[src/rtl/uart_pkg.sv]
// Shared types and helpers for the UART receive path.
// Latency: n/a (types and elaboration-time helpers only).
// Backpressure: n/a.
package uart_pkg;

  typedef enum logic [2:0] {
    IDLE,
    START,
    DATA,
    STOP,
    CLEANUP
  } uart_rx_state_t;

  // Clocks per serial bit, truncated to an integer.
  function automatic int clks_per_bit(input int freq, input int baud);
    return freq / baud;
  endfunction

endpackage

[src/rtl/uart_sync2.sv]
// Generic two-flop synchroniser for a single asynchronous level.
// Latency: 2 clk from input change to o_sync.
// Backpressure: none; the output follows the input continuously.
module uart_sync2 #(
  parameter logic RST_VAL = 1'b1
) (
  input  logic clk,
  input  logic rst,
  input  logic i_async,
  output logic o_sync
);

  logic r_meta;
  logic r_sync;

  // Two-stage capture; both stages reset to the line's idle level.
  always_ff @(posedge clk) begin
    if (rst) begin
      r_meta <= RST_VAL;
      r_sync <= RST_VAL;
    end else begin
      r_meta <= i_async;
      r_sync <= r_meta;
    end
  end

  assign o_sync = r_sync;

endmodule

[src/rtl/uart_rx.sv]
// 8N1 UART receiver: samples each bit at its midpoint and emits received bytes.
// Latency: o_RX_DV rises ~9.5 bit periods + 2-3 clk after the start-bit falling edge.
// Backpressure: none; the consumer must accept the one-cycle o_RX_DV strobe.
module uart_rx
  import uart_pkg::*;
#(
  parameter int FPGA_clk_freq = 50000000,
  parameter int baudrate      = 115200
) (
  input  logic       clk,
  input  logic       rst,
  input  logic       i_RX_Serial,
  output logic       o_RX_DV,
  output logic [7:0] o_RX_Byte
);

  localparam int CLKS_PER_BIT = clks_per_bit(FPGA_clk_freq, baudrate);
  localparam int CNT_W        = $clog2(CLKS_PER_BIT);
  localparam logic [CNT_W-1:0] HALF_M1 = CNT_W'(CLKS_PER_BIT / 2 - 1);
  localparam logic [CNT_W-1:0] FULL_M1 = CNT_W'(CLKS_PER_BIT - 1);

  if (CLKS_PER_BIT < 4) begin : g_bad_ratio
    $error("uart_rx: CLKS_PER_BIT must be at least 4");
  end

  logic             w_rx_s;
  logic             w_half_done;
  logic             w_bit_done;
  uart_rx_state_t   r_state;
  uart_rx_state_t   w_next_state;
  logic [CNT_W-1:0] r_clk_cnt;
  logic [2:0]       r_bit_idx;
  logic [7:0]       r_shift;
  logic [7:0]       r_byte;
  logic             r_dv;

  uart_sync2 #(.RST_VAL(1'b1)) u_sync (
    .clk     (clk),
    .rst     (rst),
    .i_async (i_RX_Serial),
    .o_sync  (w_rx_s)
  );

  // State register.
  always_ff @(posedge clk) begin
    if (rst) r_state <= IDLE;
    else     r_state <= w_next_state;
  end

  // Next-state: a low line in IDLE is always taken as a start; only start and stop are validated.
  always_comb begin
    w_next_state = r_state;
    w_half_done  = (r_clk_cnt == HALF_M1);
    w_bit_done   = (r_clk_cnt == FULL_M1);
    case (r_state)
      IDLE:    if (!w_rx_s) w_next_state = START;
      START:   if (w_half_done) w_next_state = w_rx_s ? IDLE : DATA;
      DATA:    if (w_bit_done && (r_bit_idx == 3'd7)) w_next_state = STOP;
      STOP:    if (w_bit_done) w_next_state = CLEANUP;
      CLEANUP: w_next_state = IDLE;
      default: w_next_state = IDLE;
    endcase
  end

  // Counters, shift register and output byte/strobe; a bad stop bit leaves o_RX_Byte untouched.
  always_ff @(posedge clk) begin
    if (rst) begin
      r_clk_cnt <= '0;
      r_bit_idx <= 3'd0;
      r_shift   <= 8'h00;
      r_byte    <= 8'h00;
      r_dv      <= 1'b0;
    end else begin
      r_dv <= 1'b0;
      case (r_state)
        IDLE: begin
          r_clk_cnt <= '0;
          r_bit_idx <= 3'd0;
        end
        START: begin
          if (w_half_done) r_clk_cnt <= '0;
          else             r_clk_cnt <= r_clk_cnt + 1'b1;
        end
        DATA: begin
          if (w_bit_done) begin
            r_clk_cnt          <= '0;
            r_shift[r_bit_idx] <= w_rx_s;
            r_bit_idx          <= r_bit_idx + 3'd1;
          end else begin
            r_clk_cnt <= r_clk_cnt + 1'b1;
          end
        end
        STOP: begin
          if (w_bit_done) begin
            r_clk_cnt <= '0;
            if (w_rx_s) begin
              r_byte <= r_shift;
              r_dv   <= 1'b1;
            end
          end else begin
            r_clk_cnt <= r_clk_cnt + 1'b1;
          end
        end
        default: begin
          r_clk_cnt <= '0;
          r_bit_idx <= 3'd0;
        end
      endcase
    end
  end

  assign o_RX_DV   = r_dv;
  assign o_RX_Byte = r_byte;

endmodule

[config.mk]
export PLATFORM = sky130hd
export DESIGN_NAME = uart_rx
export DESIGN_NICKNAME = d
export VERILOG_FILES = /design/src/rtl/uart_pkg.sv /design/src/rtl/uart_sync2.sv /design/src/rtl/uart_rx.sv
export SDC_FILE = /design/constraint.sdc
export NUM_CORES = 1
export LEC_CHECK = 0
export ABC_AREA = 1
export CORE_MARGIN = 3
export CORE_UTILIZATION = 56
export DETAILED_ROUTE_END_ITERATION = 10
export PLACE_DENSITY = 0.84
export SKIP_CTS_REPAIR_TIMING = 1
export SKIP_LAST_GASP = 1
export SLEW_MARGIN = 40
export SYNTH_ARGS = -nofsm -noshare
export SYNTH_HDL_FRONTEND = slang
export SYNTH_SLANG_ARGS = --single-unit
[constraint.sdc]
create_clock -name clk -period 1.8 [get_ports clk]
set_clock_uncertainty 0.15 [all_clocks]
set_input_delay 0.36 -clock clk [delete_from_list [all_inputs] [get_ports clk]]
set_output_delay 0.36 -clock clk [all_outputs]
set_load 0.02 [all_outputs]
==> impl_metrics.xml <==
<?xml version="1.0" encoding="UTF-8"?>
<metrics>
  <group name="global_routing">
    <metric name="number_of_antenna_violations_at_the_first_check_in_global_routing" unit="">0</metric>
    <metric name="grt_pass1_vias" unit="">1111</metric>
    <metric name="grt_most_used_layer" unit="">met1</metric>
    <metric name="grtUsageMet2" unit="">0.248</metric>
    <metric name="use_met1" unit="">0.265</metric>
    <metric name="globalRouteTotalUtil" unit="">0.184</metric>
    <metric name="grt_start_max_net_pins" unit="">17</metric>
    <metric name="global_route_wire_length_before_repair" unit="mm">4.75</metric>
    <metric name="globalRoute.totalOverflow" unit="">0</metric>
    <metric name="m3_gr_usage" unit="">0.0658</metric>
  </group>
  <group name="sta">
    <metric name="period_needed" unit="ns">1.67</metric>
    <metric name="finalSetupViolCount" unit="">0</metric>
    <metric name="final-hold-violation-count" unit="">0</metric>
    <metric name="tightest_slew" unit="ns">0.281</metric>
    <metric name="timing.max_slew.rel_slack" unit="">0.812</metric>
    <metric name="achievable-frequency" unit="MHz">600</metric>
    <metric name="finalCritPeriodShare" unit="">0.926</metric>
    <metric name="slew_violations" unit="">0</metric>
  </group>
  <group name="layout">
    <metric name="layout.cells.non_filler" unit="">260</metric>
    <metric name="nNetsFinal" unit="">237</metric>
    <metric name="synth_to_final_area_change" unit="%">17.1</metric>
    <metric name="sequential_cell_area" unit="sq um">682</metric>
    <metric name="filler_cell_count" unit="">201</metric>
    <metric name="drive_above_1_share" unit="">0.191</metric>
    <metric name="multi_input_area" unit="sq um">777</metric>
    <metric name="diodes" unit="">0</metric>
    <metric name="post-route-util" unit="">0.716</metric>
  </group>
  <group name="setup_path">
    <metric name="sort_of_element_at_the_start_of_the_critical_path" unit="">flip-flop</metric>
    <metric name="arrival" unit="ns">1.79</metric>
    <metric name="reg2reg_to" unit="">o_RX_Byte[7]</metric>
    <metric name="crit_path_start" unit="">r_clk_cnt[1]</metric>
    <metric name="crit_path_end" unit="">o_RX_Byte[7]</metric>
    <metric name="critPathKind" unit="">reg2reg</metric>
    <metric name="r2r_cells" unit="">9</metric>
    <metric name="worst-path-max-fanout" unit="">7</metric>
    <metric name="critical_path.endpoint_type" unit="">flip-flop</metric>
    <metric name="worst-r2r-setup-slack" unit="ns">0.13</metric>
    <metric name="critical_path_data_required_time" unit="ns">1.92</metric>
    <metric name="reg_to_reg_critical_path_startpoint" unit="">r_clk_cnt[1]</metric>
  </group>
  <group name="synth">
    <metric name="ys_seq_area_frac" unit="">0.433</metric>
    <metric name="yosys.cell_types.count" unit="">28</metric>
    <metric name="yosysWarnings" unit="">0</metric>
    <metric name="syn_avg_cell_area" unit="sq um">7.62</metric>
    <metric name="synthesized_instance_count" unit="">206</metric>
    <metric name="postSynthNetCount" unit="">214</metric>
    <metric name="dominantRegCellSynth" unit="">sky130_fd_sc_hd__dfxtp_1</metric>
    <metric name="syn-cell-area" unit="sq um">1570</metric>
    <metric name="synth-seq-cells" unit="">34</metric>
    <metric name="synth_edf_count" unit="">0</metric>
    <metric name="postSynth.asyncResetShare" unit="">0</metric>
  </group>
  <group name="place">
    <metric name="gp_congestion" unit="">0.846</metric>
    <metric name="post-dp-hpwl" unit="mm">1.99</metric>
    <metric name="port_buffers" unit="">11</metric>
    <metric name="post-place-cells" unit="">246</metric>
  </group>
  <group name="clock_tree">
    <metric name="ctsRootBufferMaster" unit="">sky130_fd_sc_hd__clkbuf_4</metric>
    <metric name="insertion_delay" unit="ns">0.33</metric>
    <metric name="clkTransAtPathRegs" unit="ns">0.10</metric>
    <metric name="cts_tree" unit="">done</metric>
    <metric name="cts_buffer_depth" unit="">2</metric>
    <metric name="cts_inserted_buffers" unit="">5</metric>
    <metric name="ctsHtreeMaxLevel" unit="">2</metric>
    <metric name="cts.sink_count" unit="">34</metric>
  </group>
  <group name="worst_hold_path">
    <metric name="class_of_the_tightest_hold_or_removal_check" unit="">reg2reg</metric>
  </group>
  <group name="floorplan">
    <metric name="die_height" unit="um">59.0</metric>
    <metric name="top_level_ports" unit="">12</metric>
    <metric name="die-width" unit="um">59.0</metric>
    <metric name="design.die.area" unit="sq um">3480</metric>
    <metric name="initial_core_util" unit="">0.612</metric>
    <metric name="std_cell_rows" unit="">18</metric>
    <metric name="core_area" unit="sq um">2570</metric>
  </group>
  <group name="drt">
    <metric name="drcViolationCount" unit="">0</metric>
    <metric name="totalWireLength" unit="mm">2.86</metric>
    <metric name="drt-pass1-iter-count" unit="">4</metric>
    <metric name="drt-wirelength-per-cell" unit="um">11.0</metric>
    <metric name="drt_iter0_drc" unit="">46</metric>
    <metric name="route.detailed.vias_per_inst" unit="">5.03</metric>
    <metric name="via_count" unit="">1308</metric>
    <metric name="drt.antenna.violating_nets" unit="">0</metric>
  </group>
  <group name="flow_run">
    <metric name="cap_violations" unit="">0</metric>
  </group>
  <group name="pwr">
    <metric name="worst_ir_drop_vdd" unit="uV">741</metric>
    <metric name="leakage" unit="nW">0.934</metric>
    <metric name="power_per_unit_of_standard_cell_area" unit="nW/um^2">669</metric>
    <metric name="power" unit="mW">1.23</metric>
  </group>
  <group name="outcome">
    <metric name="status" unit="">finished clean</metric>
  </group>
</metrics>
==> sequential cells by signal, summed over array words and instances (netlist names) <==
register and flops:
r_shift 8, o_RX_DV 1, u_sync.r_meta 1, u_sync.o_sync 1
o_RX_Byte 8, r_bit_idx 3, r_state 3, r_clk_cnt 9
==> power by group <==
part           internal (mW)  switching (mW)
Combinational         0.0163          0.0283
Sequential             0.756         0.00274
Clock                  0.189           0.237
==> cells in the mapped netlist, drive strengths merged (3+ instances only) <==
cell type / n / area, sq um
nand2: 49 / 201
nor2: 37 / 161
dfxtp: 34 / 681
inv: 25 / 93.8
a21oi: 14 / 77.6
nor3: 9 / 67.6
o21ai: 9 / 56.3
nand3: 8 / 40.0
ha: 5 / 62.6
buf: 4 / 32.5
nor3b: 3 / 32.5
==> layer usage <==
layer / wire length (um) / vias to the layer above
met3: 159 / 5
met4: 43 / 0
met1: 1480 / 574
met5: 0 / -
met2: 1180 / 33
li1: - / 696
==> area by class of cell <==
type                    count  area share
well taps                  30      0.0204
inverters                  26      0.0531
clock buffers               7      0.0299
repair buffers             18       0.101
multi-input cells         144       0.422
clock inverters             1     0.00272
flip-flops and latches     34       0.371
==> critical path, cell delays in order (launching register included) <==
cell	delay (ns)
sky130_fd_sc_hd__dfxtp_1	0.34
sky130_fd_sc_hd__inv_1	0.09
sky130_fd_sc_hd__ha_1	0.15
sky130_fd_sc_hd__nand2_1	0.09
sky130_fd_sc_hd__nor2_4	0.15
sky130_fd_sc_hd__nand2_4	0.12
sky130_fd_sc_hd__nor2_4	0.21
sky130_fd_sc_hd__buf_4	0.16
sky130_fd_sc_hd__o21ai_2	0.05
sky130_fd_sc_hd__a21oi_2	0.10
==> through the flow <==
stage / hold slack, ns / setup WS (ns) / area [sq um] / setup TNS [ns]
finish: 0.259 / 0.132 / 1840 / 0
global route: 0.286 / -0.00822 / 1840 / -0.00845
CTS: 0.263 / -0.0268 / 1770 / -0.0684
detailed placement: 0.246 / 0.0672 / 1710 / 0
global placement: 0.246 / 0.159 / 1710 / 0
floorplan: 0.239 / 0.310 / 1570 / 0
==> cell usage in the layout (no fill, tap or decap), drive strengths merged, types with 3 or more instances in the layout <==
master	instances
nand2	50
nor2	38
dfxtp	34
inv	25
a21oi	14
dlymetal6s2s	9
nor3	9
o21ai	9
nand3	8
buf	7
clkbuf	7
ha	5
nor3b	3
==> cells by family after synthesis <==
| logic type | Yosys count | share of synthesized area |
|---|---|---|
| and+or+nand+nor | 110 | 0.336 |
| DFF | 34 | 0.433 |
| buffers and inverters | 30 | 0.0829 |
| AOI/OAI and AO/OA | 23 | 0.0853 |
| adders and majority gates | 5 | 0.0398 |
| xor gates and xnor gates | 4 | 0.0223 |
==> worst min path at each step <==
stage | start | depth (start not counted) | slack, ns | to
after floorplan | u_sync.r_meta | 1 | 0.24 | u_sync.o_sync
after global placement | u_sync.r_meta | 1 | 0.25 | u_sync.o_sync
after detailed placement | u_sync.r_meta | 1 | 0.25 | u_sync.o_sync
after CTS | u_sync.r_meta | 1 | 0.26 | u_sync.o_sync
after global routing | u_sync.r_meta | 1 | 0.29 | u_sync.o_sync
final | u_sync.r_meta | 1 | 0.26 | u_sync.o_sync
No activity file was read; power rests on OpenSTA's default activity.
